$ cat config.mk
export PLATFORM = sky130hd
export DESIGN_NAME = reset_sequencer_ctrl
export DESIGN_NICKNAME = d
export VERILOG_FILES = /design/src/rtl/reset_sequencer_ctrl.sv
export SDC_FILE = /design/constraint.sdc
export NUM_CORES = 1
export LEC_CHECK = 0
export CAP_MARGIN = 20
export CELL_PAD_IN_SITES_DETAIL_PLACEMENT = 1
export CELL_PAD_IN_SITES_GLOBAL_PLACEMENT = 2
export CORE_MARGIN = 4
export CORE_UTILIZATION = 34
export CTS_CLUSTER_SIZE = 30
export DETAILED_ROUTE_END_ITERATION = 8
export GPL_TIMING_DRIVEN = 1
export PLACE_DENSITY_LB_ADDON = 0.1
export SLEW_MARGIN = 0
export SYNTH_ARGS = -nofsm -noshare
export SYNTH_HDL_FRONTEND = slang
export SYNTH_SLANG_ARGS = --single-unit
$ cat constraint.sdc
create_clock -name CLK_IN -period 2 [get_ports CLK_IN]
set_clock_uncertainty 0.05 [all_clocks]
set_input_delay 0.5 -clock CLK_IN [delete_from_list [all_inputs] [get_ports CLK_IN]]
set_output_delay 0.5 -clock CLK_IN [all_outputs]
set_load 0.1 [all_outputs]
$ cat src/rtl/reset_sequencer_ctrl.sv
`default_nettype none
// ============================================================================
// Module   : reset_sequencer_ctrl
// Brief    : Power-on and round-robin soft-reset sequencer with staggered
//            release of NUM_OUT active-high reset outputs.
// Revision : 1.0 - initial release
// ============================================================================
module reset_sequencer_ctrl #(
    parameter int NUM_OUT     = 3,
    parameter int NUM_REQ     = 2,
    parameter int HOLD_CYCLES = 5,
    parameter int SOFT_HOLD   = 4,
    parameter int STAGE_GAP   = 2,
    localparam int c_GID_W    = (NUM_REQ > 1) ? $clog2(NUM_REQ) : 1
) (
    input  logic               CLK_IN,
    input  logic               RESETn,
    input  logic [NUM_REQ-1:0] SOFT_REQ,
    output logic [NUM_OUT-1:0] RESET_OUT,
    output logic [NUM_REQ-1:0] SOFT_ACK,
    output logic [c_GID_W-1:0] GRANT_ID,
    output logic               READY,
    output logic               BUSY
);

    localparam int c_MAX_HS  = (HOLD_CYCLES > SOFT_HOLD) ? HOLD_CYCLES : SOFT_HOLD;
    localparam int c_CNT_MAX = (c_MAX_HS > STAGE_GAP) ? c_MAX_HS : STAGE_GAP;
    localparam int c_CNT_W   = $clog2(c_CNT_MAX + 1);
    localparam int c_STG_W   = (NUM_OUT > 1) ? $clog2(NUM_OUT) : 1;

    localparam logic [1:0] c_ST_ASSERT      = 2'd0;
    localparam logic [1:0] c_ST_SOFT_ASSERT = 2'd1;
    localparam logic [1:0] c_ST_RELEASE     = 2'd2;
    localparam logic [1:0] c_ST_RUN         = 2'd3;

    logic [1:0]         r_state;
    logic [1:0]         r_sync;
    logic [c_CNT_W-1:0] r_cnt;
    logic [c_STG_W-1:0] r_stage;
    logic [c_GID_W-1:0] r_ptr;
    logic [c_GID_W-1:0] r_gid;
    logic               r_soft;
    logic [NUM_OUT-1:0] r_reset_out;
    logic [NUM_REQ-1:0] r_soft_ack;
    logic               r_ready;
    logic               r_busy;

    logic               w_found;
    logic [c_GID_W-1:0] w_grant_idx;
    logic [c_GID_W-1:0] w_cand;
    logic               w_hold_done;
    logic               w_gap_done;
    logic               w_stage_rel;
    logic               w_last;

    // Round-robin search: scan downwards so the lowest offset from r_ptr wins.
    always_comb begin
        w_found     = 1'b0;
        w_grant_idx = '0;
        w_cand      = '0;
        for (int i = NUM_REQ - 1; i >= 0; i--) begin
            w_cand = c_GID_W'((int'(r_ptr) + i) % NUM_REQ);
            if (SOFT_REQ[w_cand]) begin
                w_found     = 1'b1;
                w_grant_idx = w_cand;
            end
        end
    end

    always_comb begin
        w_hold_done = ((r_state == c_ST_ASSERT) && r_sync[1] &&
                       (r_cnt == c_CNT_W'(HOLD_CYCLES - 1))) ||
                      ((r_state == c_ST_SOFT_ASSERT) &&
                       (r_cnt == c_CNT_W'(SOFT_HOLD - 1)));
        w_gap_done  = (r_state == c_ST_RELEASE) && (r_cnt == c_CNT_W'(STAGE_GAP - 1));
        w_stage_rel = w_hold_done || w_gap_done;
        w_last      = w_hold_done ? (NUM_OUT == 1)
                                  : (int'(r_stage) + 1 == NUM_OUT - 1);
    end

    always_ff @(posedge CLK_IN or negedge RESETn) begin
        if (!RESETn) begin
            r_state     <= c_ST_ASSERT;
            r_sync      <= '0;
            r_cnt       <= '0;
            r_stage     <= '0;
            r_ptr       <= '0;
            r_gid       <= '0;
            r_soft      <= 1'b0;
            r_reset_out <= '1;
            r_soft_ack  <= '0;
            r_ready     <= 1'b0;
            r_busy      <= 1'b1;
        end else begin
            r_sync     <= {r_sync[0], 1'b1};
            r_soft_ack <= '0;
            case (r_state)
                c_ST_ASSERT: begin
                    if (r_sync[1]) r_cnt <= r_cnt + c_CNT_W'(1);
                end
                c_ST_SOFT_ASSERT,
                c_ST_RELEASE: begin
                    r_cnt <= r_cnt + c_CNT_W'(1);
                end
                default: begin
                    // An ack in flight masks the sample so its requester can drop.
                    if (w_found && (r_soft_ack == '0)) begin
                        r_reset_out <= '1;
                        r_gid       <= w_grant_idx;
                        r_ptr       <= (w_grant_idx == c_GID_W'(NUM_REQ - 1)) ?
                                       '0 : w_grant_idx + c_GID_W'(1);
                        r_ready     <= 1'b0;
                        r_busy      <= 1'b1;
                        r_soft      <= 1'b1;
                        r_cnt       <= '0;
                        r_stage     <= '0;
                        r_state     <= c_ST_SOFT_ASSERT;
                    end
                end
            endcase

            if (w_stage_rel) begin
                r_reset_out <= r_reset_out << 1;
                r_cnt       <= '0;
                r_stage     <= w_hold_done ? '0 : r_stage + c_STG_W'(1);
                if (w_last) begin
                    r_state <= c_ST_RUN;
                    r_ready <= 1'b1;
                    r_busy  <= 1'b0;
                    r_soft  <= 1'b0;
                    if (r_soft) r_soft_ack <= NUM_REQ'(1) << r_gid;
                end else begin
                    r_state <= c_ST_RELEASE;
                end
            end
        end
    end

    assign RESET_OUT = r_reset_out;
    assign SOFT_ACK  = r_soft_ack;
    assign GRANT_ID  = r_gid;
    assign READY     = r_ready;
    assign BUSY      = r_busy;

endmodule
`default_nettype wire
Word level (Yosys, flattened, before mapping). Cells that the tools add are included.

Bits in registers: 19. Logic and storage cells: 84. Output and inout bits: 8. Input port bits: 4.

Reduce and logical (&&, ||, !) cells: 16. Shift operators: 1. Add/sub/neg operators: 5. Equal/unequal tests: 8. Multiplexer cells: 40. Bitwise logic cells: 1. Magnitude comparators: 2.

Operator list (number): $mux 1 (23); $mux 2 (10); $mux 3 (6); $eq 3x2->1 const B (2); $pmux 3 s2 (1); $reduce_and 2->1 (3); $logic_and 1x1->1 (5); $logic_not 2->1 (2); $lt 1x2->1 const B (2); $reduce_bool 4->1 (1); $add 2x1->3 const B (1); $add 3x1->3 const B (1); $eq 3x1->1 const B (1); $eq 3x3->1 const B (1); $ne 3x3->1 const B (1); $reduce_or 3->1 (1); $add 1x1->1 const B (2); $add 2x1->2 const B (1); $eq 2x1->1 const B (1); $eq 2x2->1 const B (1); $logic_or 1x1->1 (2); $ne 2x1->1 const B (1); $reduce_bool 2->1 (1); $reduce_or 2->1 (1); other kinds (2) (2).

Longest topological paths before layout.
Word-level depth: 10. Mapped depth: 6. Mapped depth without buffers: 6.

Worst setup path after synthesis. Ideal clock, no wire load.

Kind: reg-to-reg. From: reg r_soft_ack[1], in the netlist SOFT_ACK[1]. To: reg r_cnt[1]. Stages on the path, launching flop included: 4. Buffers on the path: 0. Setup slack: 0.069 ns. Setup time: 0.078 ns. Data required time: 1.872 ns. Arrival: 1.803 ns. Period minus slack after synthesis: 1.931 ns. Cell sequence: dfrtp_1 o31a_1 or4b_1 a21oi_1.

Longest elaborated chain between the ends: 4.

RTL lines: from (decl) (RTL line 44) `logic [NUM_REQ-1:0] r_soft_ack;`; from (signal assigned) (RTL line 131) `if (r_soft) r_soft_ack <= NUM_REQ'(1) << r_gid;`; $logic_not 2->1 (RTL line 107) `if (w_found && (r_soft_ack == '0)) begin`; $logic_and 1x1->1 (RTL line 107); $reduce_bool 4->1 (no source line); $reduce_and 2->1 (no source line); to (signal assigned) (RTL line 99) `if (r_sync[1]) r_cnt <= r_cnt + c_CNT_W'(1);`; to (signal assigned) (RTL line 103) `r_cnt <= r_cnt + c_CNT_W'(1);`; to (decl) (RTL line 38) `logic [c_CNT_W-1:0] r_cnt;`.

No other way between the ends. A chain may end at the register's enable or synchronous reset.

Worst setup path after layout.
From: reg r_cnt[0]. To: reg r_soft_ack[0], in the netlist SOFT_ACK[0].

Longest elaborated chain between the ends: 6. Elaborated cells on any way between the ends: 11. Those cells by class: 3 x eq/ne; 3 x mux; 5 x reduce/logical.

RTL lines: $eq 3x3->1 / $eq 3x2->1 (equally long branches) (RTL line 72, 74); $logic_and 1x1->1, on equally long branches (RTL line 71, 73); $logic_or 1x1->1 (RTL line 72) `(r_cnt == c_CNT_W'(HOLD_CYCLES - 1))) ||`; $mux 1 (RTL line 77) `w_last = w_hold_done ? (NUM_OUT == 1)`; $mux 2 (RTL line 126) `if (w_last) begin`; $mux 2 * (RTL line 122) `if (w_stage_rel) begin`.

Mark *: on every way between the ends. The rest lies on a longest branch, timed or not.

==> results <==
- The total count of hold-check failures in the final report is 0.
- TritonCTS built the clock tree.
- The peak supply drop is 0.000888 V.
- Dividing the detail-routed wire length by the instance count gives ~14 µm.
- The type of the most critical hold path is register to register.
- The final-layout worst hold slack is 0.310 ns.
- For this run, the register share of the synthesized area comes to 52.0%.
- The detailed router placed 678 vias in this run.
- Summed over all cells, the static leakage comes to 0.559 nW.
- After layout, the worst setup slack is between 0.2 and 0.25 ns.
- At the end of routability-driven placement, the weighted congestion stood at a little over 0.7.
- The number of rows created at floorplan is 18.
- The top cell type's share of synthesized area is between 40 and 50%.
- For this run, the number of Yosys warnings is 0.
- Traced cell by cell, the critical path runs through ha_1 > ha_1 > nand2_1 > and2_1 > nand3_1 > nor3_1.
- The design draws 1.72 mW.
- The post-detailed-route via-to-cell ratio is 4.99.
- The element type at the critical path end is a register.
- The number of buffers added on ports is 11.
- The netlist area before placement is 923 µm².
- Along the worst path, the maximum fanout reaches 5.
- After filler insertion, the fill cell instance count of the layout stands at between 200 and 300.
- The cell count after placement is around 130.
- Setup total negative slack on the finished layout was measured at 0 ns.
- The run finished with clean final reports.
- The number of distinct library cells after synthesis is 29.
- Max-cap violations in this run came to 0.
- The most common cell after layout, fill and taps aside is sky130_fd_sc_hd__dfrtp_1.
- The via count of the first global-routing pass was 706.
- The number of pins exceeding their max-slew limit in the final report is 0.
- For met3 alone, demand over resource in global routing was 4.32%.
- The number of standard cells in the final layout excluding fillers is around 140.
- The first global-routing pass estimated 3370 µm of wire.
- Data arrives at the worst endpoint at roughly 1.9 ns.
- The slowest stage of the critical path belongs to the cell sky130_fd_sc_hd__dfrtp_1.
- In the final design database the tool counted 120 nets.
- Dividing total power by cell area gives a power density of 1420 mW/mm².
- Data on the critical path is required at its endpoint by around 2.2 ns.
- The area of placed instances is 0.00118 mm².
- The initial core utilization is 36.6%.
- The worst-skew pair later-pin latency is 0.30 ns.
- The post-detailed-route count of antenna-violating nets is 0.
- The number of hold-repair buffers added at the cts stage is 0.
- Derived from the worst setup path, the maximum achievable clock frequency is 568 MHz.
- The worst slack at placement is -0.0585 ns.
- The dominant cell type by area after synthesis is sky130_fd_sc_hd__dfrtp_1.
- The number of H-tree levels is 1.
- In this design, the stage delay of the slowest critical-path cell is around 0.44 ns.
- The die is 60.1 µm wide.
- The number of buffers added for setup after CTS is 0.
- The floorplan step set the die height to 60.1 µm.
- The die covers 0.00361 mm².
- Counting I/O delays and the setup requirement, the final critical path takes between 1.5 and 2 ns.
- The buffer cell driving the clock tree root is sky130_fd_sc_hd__clkbuf_4.
- After detailed routing, the number of remaining DRC violations is 0.
- The post-CTS clock slew at the launch and capture registers of the worst setup and hold paths is 0.11 ns.
- Leaving out fill and tap cells, the most frequent cells in the layout are sky130_fd_sc_hd__dfrtp_1 (15), sky130_fd_sc_hd__inv_1 (9), sky130_fd_sc_hd__nor2_1 (9), sky130_fd_sc_hd__ha_1 (9), sky130_fd_sc_hd__buf_12 (8).
- The worst setup path is launched from a register.
- When the netlist entered floorplanning its net count stood at about 100.
- The detailed-placement wirelength estimate is about 1500 µm.
- After synthesis, the cell types taking the most area are sky130_fd_sc_hd__dfrtp_1 (41%), sky130_fd_sc_hd__ha_1 (12%), sky130_fd_sc_hd__dfstp_2 (11%).
- The final design area excluding fillers is 0.00121 mm².
- Setup repair after global routing left no endpoint under its margin.
- In the global route stage, met1 resource usage came out at 16.2%.
- The layer with the highest usage is met2.
- The number of gates resized after CTS was 0.
- The initial antenna violation count was 0.
- The critical path in this run is classified as register to register.
- Global routing finished with a remaining overflow of 0.
- The overall global routing resource usage is between 10% and 20%.
- From synthesis to final layout, the design area changed by 30.6%.
- The count of inserted antenna diode cells is 0.
- The number of DRC violations after detailed-routing iteration 0 is 12.
- The number of buffers on the longest clock path is 2.
- The clock net sink count is 19.
- Entering global routing, the biggest net connects 20 pins.
- The final core utilization is 47.8%.
- The global routing met2 resource utilization is 20.1%.
- The clock buffer count from CTS is 3.
- After technology mapping, the gate count stands at 88.
- The library cell appearing most often on the critical path is sky130_fd_sc_hd__ha_1.
- Before antenna repair, the detailed router went through 2 iterations.
- Setup violations remaining at the end of the flow were counted as 0.
- The boundary pin count is 12.
- The routed wire length is 1860 µm.
- The total core area is 0.00252 mm².
- In the finished design, the share of the clock period the worst path needs comes to 88.0%.
- In this run, synthesis produced a sequential element count of 19.
- Dividing the synthesized area by the synthesized cell count gives 10.5 µm².
- The share of post-route cells with drive strength above 1 is 21.7%.
-- cell families (layout without fill, tap and decap cells) --
kind of cell	count (synthesis)	after routing	share of synthesized area, %
and+or+nand+nor	31	31	19.0
DFF	19	19	52.0
buffers and inverters	10	28	4.20
AOI/OAI and AO/OA	18	18	12.2
other	1	1	0.406
adders and majority gates	9	9	12.2
-- synthesized netlist by cell type (all sizes together) --
master,number
or3,1
o21bai,1
buf,1
nor3,3
o21ai,7
o22ai,1
and3,1
dfstp,4
or4b,1
nand3,3
nor2,9
nand3b,1
o21a,4
o31ai,1
nand2b,1
conb,1
nand4,1
nor4b,1
a21oi,2
or4,1
dfrtp,15
nand2,5
and2,2
o211ai,1
inv,9
nor2b,1
o31a,1
ha,9
-- power breakdown --
group / total, mW / internal [mW] / switching (mW)
Sequential: 0.614 / 0.512 / 0.101
Clock: 0.202 / 0.0761 / 0.126
Combinational: 0.903 / 0.362 / 0.541
-- worst max-delay path, delay by kind of cell, from the launching register on --
| kind | cells | cell delay [ns] |
|---|---|---|
| simple gates | 4 | 0.77 |
| flops | 1 | 0.44 |
| fa+ha+maj | 2 | 0.40 |
-- final timing paths --
kind	startpoint	endpoint	slack (ns)	depth (start not counted)
worst max-delay path	r_cnt[0]	SOFT_ACK[0]	0.24	6
worst min-delay path	r_sync[0]	r_sync[1]	0.31	0
worst max register to register	r_cnt[0]	SOFT_ACK[0]	0.24	6
worst min register to register	r_sync[0]	r_sync[1]	0.31	0
max in group asynchronous	RESETn	RESET_OUT[2]	1.17	2
min in group asynchronous	RESETn	r_cnt[0]	0.47	2
-- flip-flops by register name, summed over array words and instances, names as in the netlist --
| name | count |
|---|---|
| r_cnt | 3 |
| GRANT_ID | 1 |
| READY | 1 |
| SOFT_ACK | 2 |
| r_sync | 2 |
| r_ptr | 1 |
| r_state | 2 |
| RESET_OUT | 3 |
| r_soft | 1 |
| BUSY | 1 |
| r_stage | 2 |
-- layout make-up --
type | instances | area (µm²) | area share (%)
Sequential cell | 19 | 480 | 39.8
Multi-Input combinational cell | 59 | 404 | 33.5
Timing Repair Buffer | 15 | 220 | 18.3
Clock inverter | 1 | 7.51 | 0.622
Clock buffer | 3 | 22.5 | 1.87
Tap cell | 30 | 37.5 | 3.11
Inverter | 9 | 33.8 | 2.80
-- routing by layer --
layer / part of all wire, % / vias to the layer above
li1: - / 336
met1: 46 / 333
met2: 50 / 7
met3: 3.2 / 2
met4: 0.65 / 0
met5: 0 / -
Power figures use the tool's default switching activity.
